<file path="config.mk">
export PLATFORM = sky130hd
export DESIGN_NAME = ctrl_phase_seq
export DESIGN_NICKNAME = d
export VERILOG_FILES = /design/src/rtl/ctrl_phase_seq.sv
export SDC_FILE = /design/constraint.sdc
export NUM_CORES = 1
export LEC_CHECK = 0
export CORE_AREA = 2 2 39 41
export DETAILED_ROUTE_END_ITERATION = 10
export DIE_AREA = 0 0 41 43
export GPL_TIMING_DRIVEN = 1
export PLACE_DENSITY = 0.43
export SLEW_MARGIN = 25
export SYNTH_ARGS = -nofsm -noshare
export SYNTH_HDL_FRONTEND = slang
export SYNTH_SLANG_ARGS = --single-unit
</file>
<file path="constraint.sdc">
create_clock -name clk -period 1.3 [get_ports clk]
set_input_delay 0.26 -clock clk [delete_from_list [all_inputs] [get_ports clk]]
set_output_delay 0.26 -clock clk [all_outputs]
set_load 0.005 [all_outputs]
</file>
<file path="src/rtl/ctrl_phase_seq.sv">
// rtl/ctrl_phase_seq.sv - filtered ctrl-driven phase sequencer with direction, enable and idle timeout
//
// Steps a phase index through PHASES states on every committed edge of a
// glitch-filtered control input. Stepping is forward or reverse. It can be
// frozen with en. An optional idle timeout returns a nonzero phase to 0.
//
// Ports:
//   clk    in       rising-edge clock
//   reset  in       asynchronous active-high reset
//   ctrl   in       raw control level, synchronous to clk
//   en     in       1 = sequencing enabled, 0 = Y frozen (filter keeps running)
//   dir    in       0 = step forward, 1 = step reverse (sampled at the commit edge)
//   Y      out [YW] current phase index, registered
//   ctrl_f out      filtered ctrl level, registered
//   adv    out      one-cycle pulse on the edge Y steps due to ctrl
//   tout   out      one-cycle pulse on the edge Y is forced to 0 by the timeout
module ctrl_phase_seq #(
    parameter int PHASES  = 4,
    parameter int YW      = 2,
    parameter int FILTER  = 1,
    parameter int TIMEOUT = 0
) (
    input  logic          clk,
    input  logic          reset,
    input  logic          ctrl,
    input  logic          en,
    input  logic          dir,
    output logic [YW-1:0] Y,
    output logic          ctrl_f,
    output logic          adv,
    output logic          tout
);

    localparam int FW = $clog2(FILTER) + 1;
    localparam int TW = (TIMEOUT > 1) ? $clog2(TIMEOUT) : 1;

    localparam logic [FW-1:0] F_LAST  = FW'(FILTER - 1);
    localparam logic [TW-1:0] T_LAST  = (TIMEOUT > 0) ? TW'(TIMEOUT - 1) : '0;
    localparam logic [YW-1:0] Y_LAST  = YW'(PHASES - 1);
    // One bit wider than Y so that PHASES itself is representable.
    localparam logic [YW:0]   Y_LIMIT = (YW + 1)'(PHASES);

    logic [YW-1:0] r_y;
    logic          r_ctrl_f;
    logic          r_adv;
    logic          r_tout;
    logic [FW-1:0] r_fcnt;
    logic [TW-1:0] r_timer;

    logic [YW-1:0] w_y_nxt;
    logic          w_ctrl_f_nxt;
    logic          w_adv_nxt;
    logic          w_tout_nxt;
    logic [FW-1:0] w_fcnt_nxt;
    logic [TW-1:0] w_timer_nxt;

    logic          w_diff;
    logic          w_commit;
    logic          w_step;
    logic          w_illegal;
    logic          w_expire;

    always_ff @(posedge clk or posedge reset) begin
        if (reset) begin
            r_y      <= '0;
            r_ctrl_f <= 1'b0;
            r_adv    <= 1'b0;
            r_tout   <= 1'b0;
            r_fcnt   <= '0;
            r_timer  <= '0;
        end else begin
            r_y      <= w_y_nxt;
            r_ctrl_f <= w_ctrl_f_nxt;
            r_adv    <= w_adv_nxt;
            r_tout   <= w_tout_nxt;
            r_fcnt   <= w_fcnt_nxt;
            r_timer  <= w_timer_nxt;
        end
    end

    always_comb begin
        w_diff    = (ctrl != r_ctrl_f);
        w_commit  = w_diff && (r_fcnt == F_LAST);
        w_step    = w_commit && en;
        w_illegal = ({1'b0, r_y} >= Y_LIMIT);
        // A commit on the expiry edge wins, so expiry is masked by w_step.
        w_expire  = (TIMEOUT > 0) && en && (r_y != '0) && !w_step && (r_timer == T_LAST);
    end

    // Glitch filter: ctrl must disagree with ctrl_f for FILTER consecutive
    // edges; any agreeing edge restarts the count.
    always_comb begin
        w_ctrl_f_nxt = r_ctrl_f;
        w_fcnt_nxt   = r_fcnt;
        if (!w_diff) begin
            w_fcnt_nxt = '0;
        end else if (w_commit) begin
            w_ctrl_f_nxt = ctrl;
            w_fcnt_nxt   = '0;
        end else begin
            w_fcnt_nxt = r_fcnt + FW'(1);
        end
    end

    // Phase update. Illegal-code recovery is silent: no adv or tout.
    always_comb begin
        w_y_nxt    = r_y;
        w_adv_nxt  = 1'b0;
        w_tout_nxt = 1'b0;
        if (w_illegal) begin
            w_y_nxt = '0;
        end else if (w_step) begin
            w_adv_nxt = 1'b1;
            if (!dir) begin
                w_y_nxt = (r_y == Y_LAST) ? '0 : r_y + YW'(1);
            end else begin
                w_y_nxt = (r_y == '0) ? Y_LAST : r_y - YW'(1);
            end
        end else if (w_expire) begin
            w_y_nxt    = '0;
            w_tout_nxt = 1'b1;
        end
    end

    // Idle timer only counts while enabled, parked in a nonzero phase and idle.
    always_comb begin
        if ((TIMEOUT == 0) || !en || (r_y == '0) || w_step || w_expire || w_illegal) begin
            w_timer_nxt = '0;
        end else begin
            w_timer_nxt = r_timer + TW'(1);
        end
    end

    assign Y      = r_y;
    assign ctrl_f = r_ctrl_f;
    assign adv    = r_adv;
    assign tout   = r_tout;

endmodule

</file>
* After elaboration in Yosys (flattened, before gate mapping)
Cells that the tools add are included.
** Storage, ports and cells
- Input bits :: 5
- Word-level logic and storage cells :: 20
- Output and inout bits :: 5
- Register bits after elaboration :: 5
** Cells by class
- Equality and inequality tests :: 2
- Bitwise logic cells :: 1
- Multiplexer cells :: 6
- Add/subtract/negate cells :: 3
- Reductions and logical operators :: 4
** Operators with widths (count)
- $mux 2 :: 3
- $mux 1 :: 3
- $add 2x1->2 const B :: 1
- $eq 2x2->1 const B :: 1
- $logic_and 1x1->1 :: 2
- $logic_not 2->1 :: 1
- $reduce_and 2->1 :: 1
- $sub 2x1->2 const B :: 1
- $add 1x1->1 const B :: 1
- $ne 1x1->1 :: 1
- $not 1->1 :: 1

* Depth between registers and ports, before layout
Gate-level depths: netlist of run 1.
- Depth in word-level cells :: 4
- Gate-level depth with buffers :: 5
- Gate-level depth less buffers :: 5

* Worst setup path after synthesis of run 1
OpenSTA, ideal clock, no wires.
- Path kind :: reg2reg
- Start point :: register r_y[0] (netlist: Y[0])
- End point :: register r_y[0] (netlist: Y[0])
- Slack :: 0.195 ns
- Data arrival time :: 0.981 ns
- Path buffers :: 0
- Period minus slack after synthesis :: 1.105 ns
- Setup time :: 0.124 ns
- Stages on the path, launching flop included :: 6
- Cell sequence :: dfrtp_1 -> inv_1 -> ha_1 -> and2_1 -> o31ai_1 -> nand2_1
** Between the ends
- Word-level cells in the longest chain between the ends :: 3
** Ends and longest elaborated chain
- start, declared :: RTL line 43 : logic [YW-1:0] r_y;
- start signal, assigned :: RTL line 72 : r_y <= w_y_nxt;
- $add 2x1->2, or another cell as far along :: RTL line 115 : w_y_nxt = (r_y == Y_LAST) ? '0 : r_y + YW'(1);
- $mux 2, on equally long branches :: RTL line 115, 117
- $mux 2 (*) :: RTL line 114 : if (!dir) begin
Mark *: on every way between the ends. The rest lies on a longest branch, timed or not.
A chain may end at the register's enable or synchronous reset.

* Final worst setup path of run 1
Same ends and word-level chain as after synthesis.

==> out/qor.json, run 1 <==
{
  "antenna_cells": {"value": 0},
  "reg2reg_from": {"value": "Y[0]$_DFFE_PP0P_"},
  "synth_cells": {"value": 23},
  "drt_iter0_drc": {"value": 0},
  "fp.dieW": {"value": 41, "unit": "um"},
  "cts-root-buf": {"value": "clkbuf_4"},
  "fp.coreArea": {"value": 1380, "unit": "sq um"},
  "setup.reg_to_reg.worst_slack": {"value": 0.07, "unit": "ns"},
  "fp.dieArea": {"value": 1760, "unit": "sq um"},
  "fin_hold_ws": {"value": 0.221, "unit": "ns"},
  "status": {"value": "finished clean"},
  "clock_skew": {"value": 0.000113, "unit": "ns"},
  "clock_latency": {"value": 0.23, "unit": "ns"},
  "power.static_leakage": {"value": 0.204, "unit": "nW"},
  "drt.antenna.violating_nets": {"value": 0},
  "cts_htree_levels": {"value": 1},
  "globalRouteTotalUtil": {"value": 7.37, "unit": "%"},
  "final_core_util": {"value": 29.4, "unit": "%"},
  "clock_sinks": {"value": 5},
  "synth_edf_count": {"value": 0},
  "layoutNonFillerInstCount": {"value": 54},
  "tritoncts": {"value": "done"},
  "yosys_most_used_dff": {"value": "dfrtp_1"},
  "final_weighted_congestion_in_routability_driven_placement": {"value": 0.609},
  "dp_hpwl": {"value": 366, "unit": "um"},
  "largest_net_degree_at_the_start_of_global_routing": {"value": 6},
  "final_max_slew_viol_count": {"value": 0},
  "yosys.area.top_type": {"value": "dfrtp_1"},
  "clockBufferDepth": {"value": 2},
  "synth_top_area_share": {"value": 47.8, "unit": "%"},
  "post_place_cells": {"value": 48},
  "synth.area.top_cells": {"value": "dfrtp_1, ha_1, xnor2_1"},
  "cp_data_required_time": {"value": 1.42, "unit": "ns"},
  "dr_total_vias": {"value": 200},
  "postSynth.asyncResetShare": {"value": 100, "unit": "%"},
  "post-route-min-period": {"value": 1.23, "unit": "ns"},
  "max_freq": {"value": 0.811, "unit": "GHz"},
  "port-buffer-count": {"value": 8},
  "finish.net_count": {"value": 46},
  "grt_setup_unrepaired": {"value": "false"},
  "synthToLayoutAreaGrowth": {"value": 55.5, "unit": "%"},
  "end_kind": {"value": "flip-flop"},
  "grt-ovfl-total": {"value": 0},
  "cts_buffers": {"value": 3},
  "synth_common_cells": {"value": "dfrtp_1, inv_1, ha_1, xnor2_1"},
  "syn_area": {"value": 262, "unit": "sq um"},
  "post-route-drc-count": {"value": 0},
  "detail_route.wl_per_cell": {"value": 9.13, "unit": "um"},
  "hold_violations": {"value": 0},
  "reg2regPathDepth": {"value": 6},
  "timing.hold.worst.class": {"value": "input pin to asynchronous set/reset pin"},
  "crit_type": {"value": "flip-flop to flip-flop"},
  "firstDrtPassIters": {"value": 1},
  "vdd.ir_drop.worst": {"value": 0.000579, "unit": "V"},
  "synth_cell_type_count": {"value": 14},
  "first_global_vias": {"value": 209},
  "core.rowCount": {"value": 14},
  "routed_wirelength": {"value": 493, "unit": "um"},
  "power_density": {"value": 1680, "unit": "nW/um^2"},
  "pin_count": {"value": 10},
  "initial_utilization": {"value": 18.9, "unit": "%"},
  "syn_avg_cell_area": {"value": 11.4, "unit": "sq um"},
  "most_common_cell_in_the_netlist": {"value": "dfrtp_1"},
  "layout_worst_path_cycle_share": {"value": 94.8, "unit": "%"},
  "layout_setup_ws": {"value": 0.0672, "unit": "ns"},
  "postSynthRegisterBits": {"value": 5},
  "r2r_path_end": {"value": "Y[0]$_DFFE_PP0P_"},
  "drv.max_cap_violation_count": {"value": 0},
  "setup-violations-final": {"value": 0},
  "cts_hold_repair.buffers": {"value": 0},
  "synth_seq_area_share": {"value": 47.8, "unit": "%"},
  "yosysWarnings": {"value": 0},
  "pre_cts_ws": {"value": -0.0624, "unit": "ns"},
  "detail_route.vias_per_cell": {"value": 3.70},
  "die_y": {"value": 43, "unit": "um"},
  "antenna_found_initial": {"value": 0},
  "grt_pass1_wl": {"value": 821, "unit": "um"},
  "critPathMaxFanout": {"value": 4},
  "post_route_cells_drive_above_1_share": {"value": 23.7, "unit": "%"},
  "start_kind": {"value": "flip-flop"},
  "clock_transition_at_path_regs": {"value": 0.04, "unit": "ns"},
  "worst-endpoint-arrival": {"value": 1.35, "unit": "ns"}
}
==> metrics by stage <==
stage	setup TNS, ns	power, mW	cell area, sq um
after floorplan	0	0.363	265
after global placement	-0.0481	0.470	365
after CTS	0	0.683	402
after global routing	0	0.741	407
after detailed placement	-0.0994	0.479	365
final	0	0.683	407
==> logic make-up after synthesis <==
logic type	Yosys count	synth area share, %
AOI/OAI and AO/OA	2	7.18
xor gates and xnor gates	2	6.70
adders and majority gates	2	9.57
buffers and inverters	5	8.61
DFF	5	47.8
muxes	2	8.13
other	1	1.43
and+or+nand+nor	4	10.5
==> timing repair <==
item                       CTS  global route
buffers inserted             2             0
setup endpoints to repair    4             1
resized for setup            4             1
==> sequential cells by signal, summed over array words and instances (netlist names) <==
register  cells
adv           1
r_fcnt        1
Y             2
ctrl_f        1
==> placed cells by master, fill, tap and decap left out <==
master / Yosys / layout
conb_1: 1 / 2
a2111o_1: 1 / 1
clkbuf_4: 0 / 3
nand2b_4: 1 / 1
xnor2_1: 2 / 2
nand2_1: 1 / 1
o31ai_2: 0 / 1
ha_1: 2 / 2
clkdlybuf4s50_1: 0 / 4
and2_1: 1 / 1
nor2_1: 1 / 1
buf_4: 1 / 3
mux2i_1: 1 / 1
clkbuf_1: 0 / 1
dfrtp_1: 5 / 5
dlygate4sd2_1: 0 / 4
mux2_2: 1 / 1
inv_1: 4 / 4
==> critical path, stage by stage, from the launching register on <==
cell     delay (ns)
dfrtp_1        0.34
buf_4          0.13
inv_1          0.04
ha_1           0.17
and2_1         0.15
o31ai_2        0.19
nand2_1        0.08
==> report_power, final <==
group / internal, mW / switching, mW
combinational: 0.166 / 0.125
clock: 0.116 / 0.0600
sequential: 0.195 / 0.0207
total: 0.477 / 0.206
==> routing by layer <==
layer	routed length, um	track usage (%)
met4	0	6.00
met1	208	9.18
met2	250	9.38
met5	0	0
met3	34	3.14
==> worst max-delay path by stage <==
stage                                start                to  cells past startpoint
after floorplan           Y[0]$_DFFE_PP0P_  Y[0]$_DFFE_PP0P_                      5
after global placement                ctrl  Y[1]$_DFFE_PP0P_                      4
after detailed placement              ctrl  Y[1]$_DFFE_PP0P_                      4
after CTS                 Y[0]$_DFFE_PP0P_  Y[0]$_DFFE_PP0P_                      6
after global routing      Y[0]$_DFFE_PP0P_  Y[0]$_DFFE_PP0P_                      6
final                     Y[0]$_DFFE_PP0P_  Y[0]$_DFFE_PP0P_                      6
==> layout make-up <==
cell class                      count  area [sq um]
Inverter                            4          15.0
Clock buffer                        4          26.3
Fill cell                         157           977
Sequential cell                     5           125
Timing Repair Buffer               11          97.6
Multi-Input combinational cell     14           123
Tap cell                           16          20.0
(Power assumes the default switching activity.)
==> run 2: changes to the inputs <==
- CTS_CLUSTER_DIAMETER: not set -> 40
- SLEW_MARGIN: 25 -> not set
==> results of run 2 <==
Same layout as run 1: the final DEF is identical, and so are final timing and power.
==> run 3: changes to the inputs <==
- PLACE_DENSITY: 0.43 -> 0.47
==> out/qor.json, run 3 (same netlist as run 1, synthesis figures left out) <==
{
  "clock_sinks": {"value": 5, "change": "unchanged"},
  "clock_transition_at_path_regs": {"value": 0.04, "unit": "ns", "change": "about the same"},
  "critical-path-slowest-cell": {"value": "dfrtp_1"},
  "fp.coreArea": {"value": 1380, "unit": "sq um", "change": "unchanged"},
  "drt.antenna.violating_nets": {"value": 0, "change": "unchanged"},
  "initial_utilization": {"value": 18.9, "unit": "%", "change": "unchanged"},
  "cts-root-buf": {"value": "clkbuf_4"},
  "status": {"value": "finished clean"},
  "dp_hpwl": {"value": 364, "unit": "um", "change": "-0.74%"},
  "dr_total_vias": {"value": 207, "change": "+3.5%"},
  "power_density": {"value": 1680, "unit": "nW/um^2", "change": "about the same"},
  "stdcell_area": {"value": 414, "unit": "sq um", "change": "+1.8%"},
  "post_dp_cell_area": {"value": 365, "unit": "sq um", "change": "unchanged"},
  "globalRouteTotalUtil": {"value": 7.26, "unit": "%", "change": "-0.12 points"},
  "synthToLayoutAreaGrowth": {"value": 58.4, "unit": "%"},
  "grt-ovfl-total": {"value": 0, "change": "unchanged"},
  "cts_htree_levels": {"value": 1, "change": "unchanged"},
  "final_weighted_congestion_in_routability_driven_placement": {"value": 0.610, "change": "+0.11%"},
  "end_kind": {"value": "flip-flop"},
  "firstDrtPassIters": {"value": 2, "change": "+1"},
  "vdd.ir_drop.worst": {"value": 0.000449, "unit": "V", "change": "-22%"},
  "detail_route.vias_per_cell": {"value": 3.76, "change": "+1.6%"},
  "power.static_leakage": {"value": 0.208, "unit": "nW", "change": "+2.4%"},
  "post_route_cells_drive_above_1_share": {"value": 25.6, "unit": "%", "change": "+2.0 points"},
  "setup-tns-final": {"value": 0, "unit": "ns", "change": "unchanged"},
  "largest_net_degree_at_the_start_of_global_routing": {"value": 6, "change": "unchanged"},
  "drv.max_cap_violation_count": {"value": 0, "change": "unchanged"},
  "routed_wirelength": {"value": 507, "unit": "um", "change": "+2.8%"},
  "layoutNonFillerInstCount": {"value": 55, "change": "+1.9%"},
  "tritoncts": {"value": "done"},
  "critical_path.cell_chain": {"value": "buf_4 > inv_1 > ha_1 > and2_1 > o31ai_2 > nand2_1"},
  "first_global_vias": {"value": 216, "change": "+3.3%"},
  "post_place_cells": {"value": 48, "change": "unchanged"},
  "layout_commonest_cell": {"value": "dfrtp_1"},
  "timing.critical_path.max_delay_family": {"value": "flip-flops"},
  "detail_route.wl_per_cell": {"value": 9.22, "unit": "um", "change": "+0.97%"},
  "layout_worst_path_cycle_share": {"value": 93.4, "unit": "%", "change": "-1.4 points"},
  "hold_violations": {"value": 0, "change": "unchanged"},
  "fp.dieW": {"value": 41, "unit": "um", "change": "unchanged"},
  "finish.net_count": {"value": 47, "change": "+2.2%"},
  "critPathMaxFanout": {"value": 4, "change": "unchanged"},
  "worstPathBufferInverterCount": {"value": 2, "change": "unchanged"},
  "cts_buffers": {"value": 3, "change": "unchanged"},
  "drt_iter0_drc": {"value": 2, "change": "+2"},
  "final_max_slew_viol_count": {"value": 0, "change": "unchanged"},
  "max_stage_delay": {"value": 0.35, "unit": "ns", "change": "about the same"},
  "cp_data_required_time": {"value": 1.42, "unit": "ns", "change": "about the same"},
  "pin_count": {"value": 10, "change": "unchanged"},
  "start_kind": {"value": "flip-flop"},
  "antenna_found_initial": {"value": 0, "change": "unchanged"},
  "clockBufferDepth": {"value": 2, "change": "unchanged"},
  "largest_register_ff_count": {"value": 2, "change": "unchanged"},
  "die_y": {"value": 43, "unit": "um", "change": "unchanged"},
  "crit_type": {"value": "flip-flop to flip-flop"},
  "antenna_cells": {"value": 0, "change": "unchanged"},
  "final_cell_mix": {"value": "dfrtp_1, inv_1, clkdlybuf4s50_1, dlygate4sd2_1, buf_4"},
  "setup.reg_to_reg.worst_slack": {"value": 0.09, "unit": "ns", "change": "+0.02 ns"},
  "fp.dieArea": {"value": 1760, "unit": "sq um", "change": "unchanged"},
  "fin_hold_ws": {"value": 0.218, "unit": "ns", "change": "-0.00285 ns"},
  "post-route-min-period": {"value": 1.21, "unit": "ns", "change": "-0.0181 ns"},
  "worst-endpoint-arrival": {"value": 1.34, "unit": "ns", "change": "about the same"},
  "grt_pass1_wl": {"value": 800, "unit": "um", "change": "-2.6%"},
  "timing.hold.worst.class": {"value": "input pin to asynchronous set/reset pin"},
  "core.rowCount": {"value": 14, "change": "unchanged"},
  "post-route-drc-count": {"value": 0, "change": "unchanged"},
  "port-buffer-count": {"value": 8, "change": "unchanged"},
  "cts_hold_repair.buffers": {"value": 0, "change": "unchanged"},
  "clock_latency": {"value": 0.24, "unit": "ns", "change": "about the same"},
  "setup-violations-final": {"value": 0, "change": "unchanged"},
  "clock_skew": {"value": 0.00331, "unit": "ns", "change": "+0.00320 ns"},
  "max_freq": {"value": 0.823, "unit": "GHz", "change": "+1.5%"}
}
-- run 3: report_power, final --
part / internal [mW] / leakage [nW] / total (mW) / switching [mW]
Clock: 0.116 / 0.0150 / 0.177 / 0.0613
Combinational: 0.172 / 0.133 / 0.303 / 0.131
Sequential: 0.195 / 0.0604 / 0.214 / 0.0191
Total: 0.483 / 0.208 / 0.695 / 0.211
-- run 3: area by class of cell --
cell class              instances  area (sq um)
fillers                       160           970
flip-flops and latches          5           125
multi-input cells              14           123
repair buffers                 12           105
clock buffers                   4          26.3
well taps                      16          20.0
inverters                       4          15.0
-- run 3: per-layer routing --
layer | share of wire [%] | vias up | GRT usage, % | routed length (um)
li1 | - | 102 | - | -
met1 | 34 | 95 | 7.17 | 174
met2 | 54 | 10 | 10.9 | 273
met3 | 12 | 0 | 3.14 | 59
met4 | 0 | 0 | 6.00 | 0
met5 | 0 | - | 0 | 0
-- run 3: path summary, 6_finish.rpt --
check                                 start                 end  depth (start not counted)
max                        Y[0]$_DFFE_PP0P_    Y[0]$_DFFE_PP0P_                          6
min reg2reg                r_fcnt$_DFF_PP0_  ctrl_f$_DFFE_PP0P_                          1
min                                   reset    r_fcnt$_DFF_PP0_                          2
max in group asynchronous             reset    Y[1]$_DFFE_PP0P_                          2
max reg2reg                Y[0]$_DFFE_PP0P_    Y[0]$_DFFE_PP0P_                          6
min in group clk           r_fcnt$_DFF_PP0_  ctrl_f$_DFFE_PP0P_                          1
-- run 3: metrics by stage --
stage	worst slack, ns	power (mW)	util (%)
floorplan	0.195	0.363	-
global placement	-0.0305	0.472	26.4
detailed placement	-0.0359	0.479	26.4
CTS	0.0712	0.703	29.6
global route	-0.00946	0.749	29.9
finish	0.0853	0.695	29.9
-- run 3: what timing repair did --
action                                  in CTS  in global routing
setup buffers                                3                  0
endpoints found under the setup margin       4                  1
gates resized for setup                      4                  1
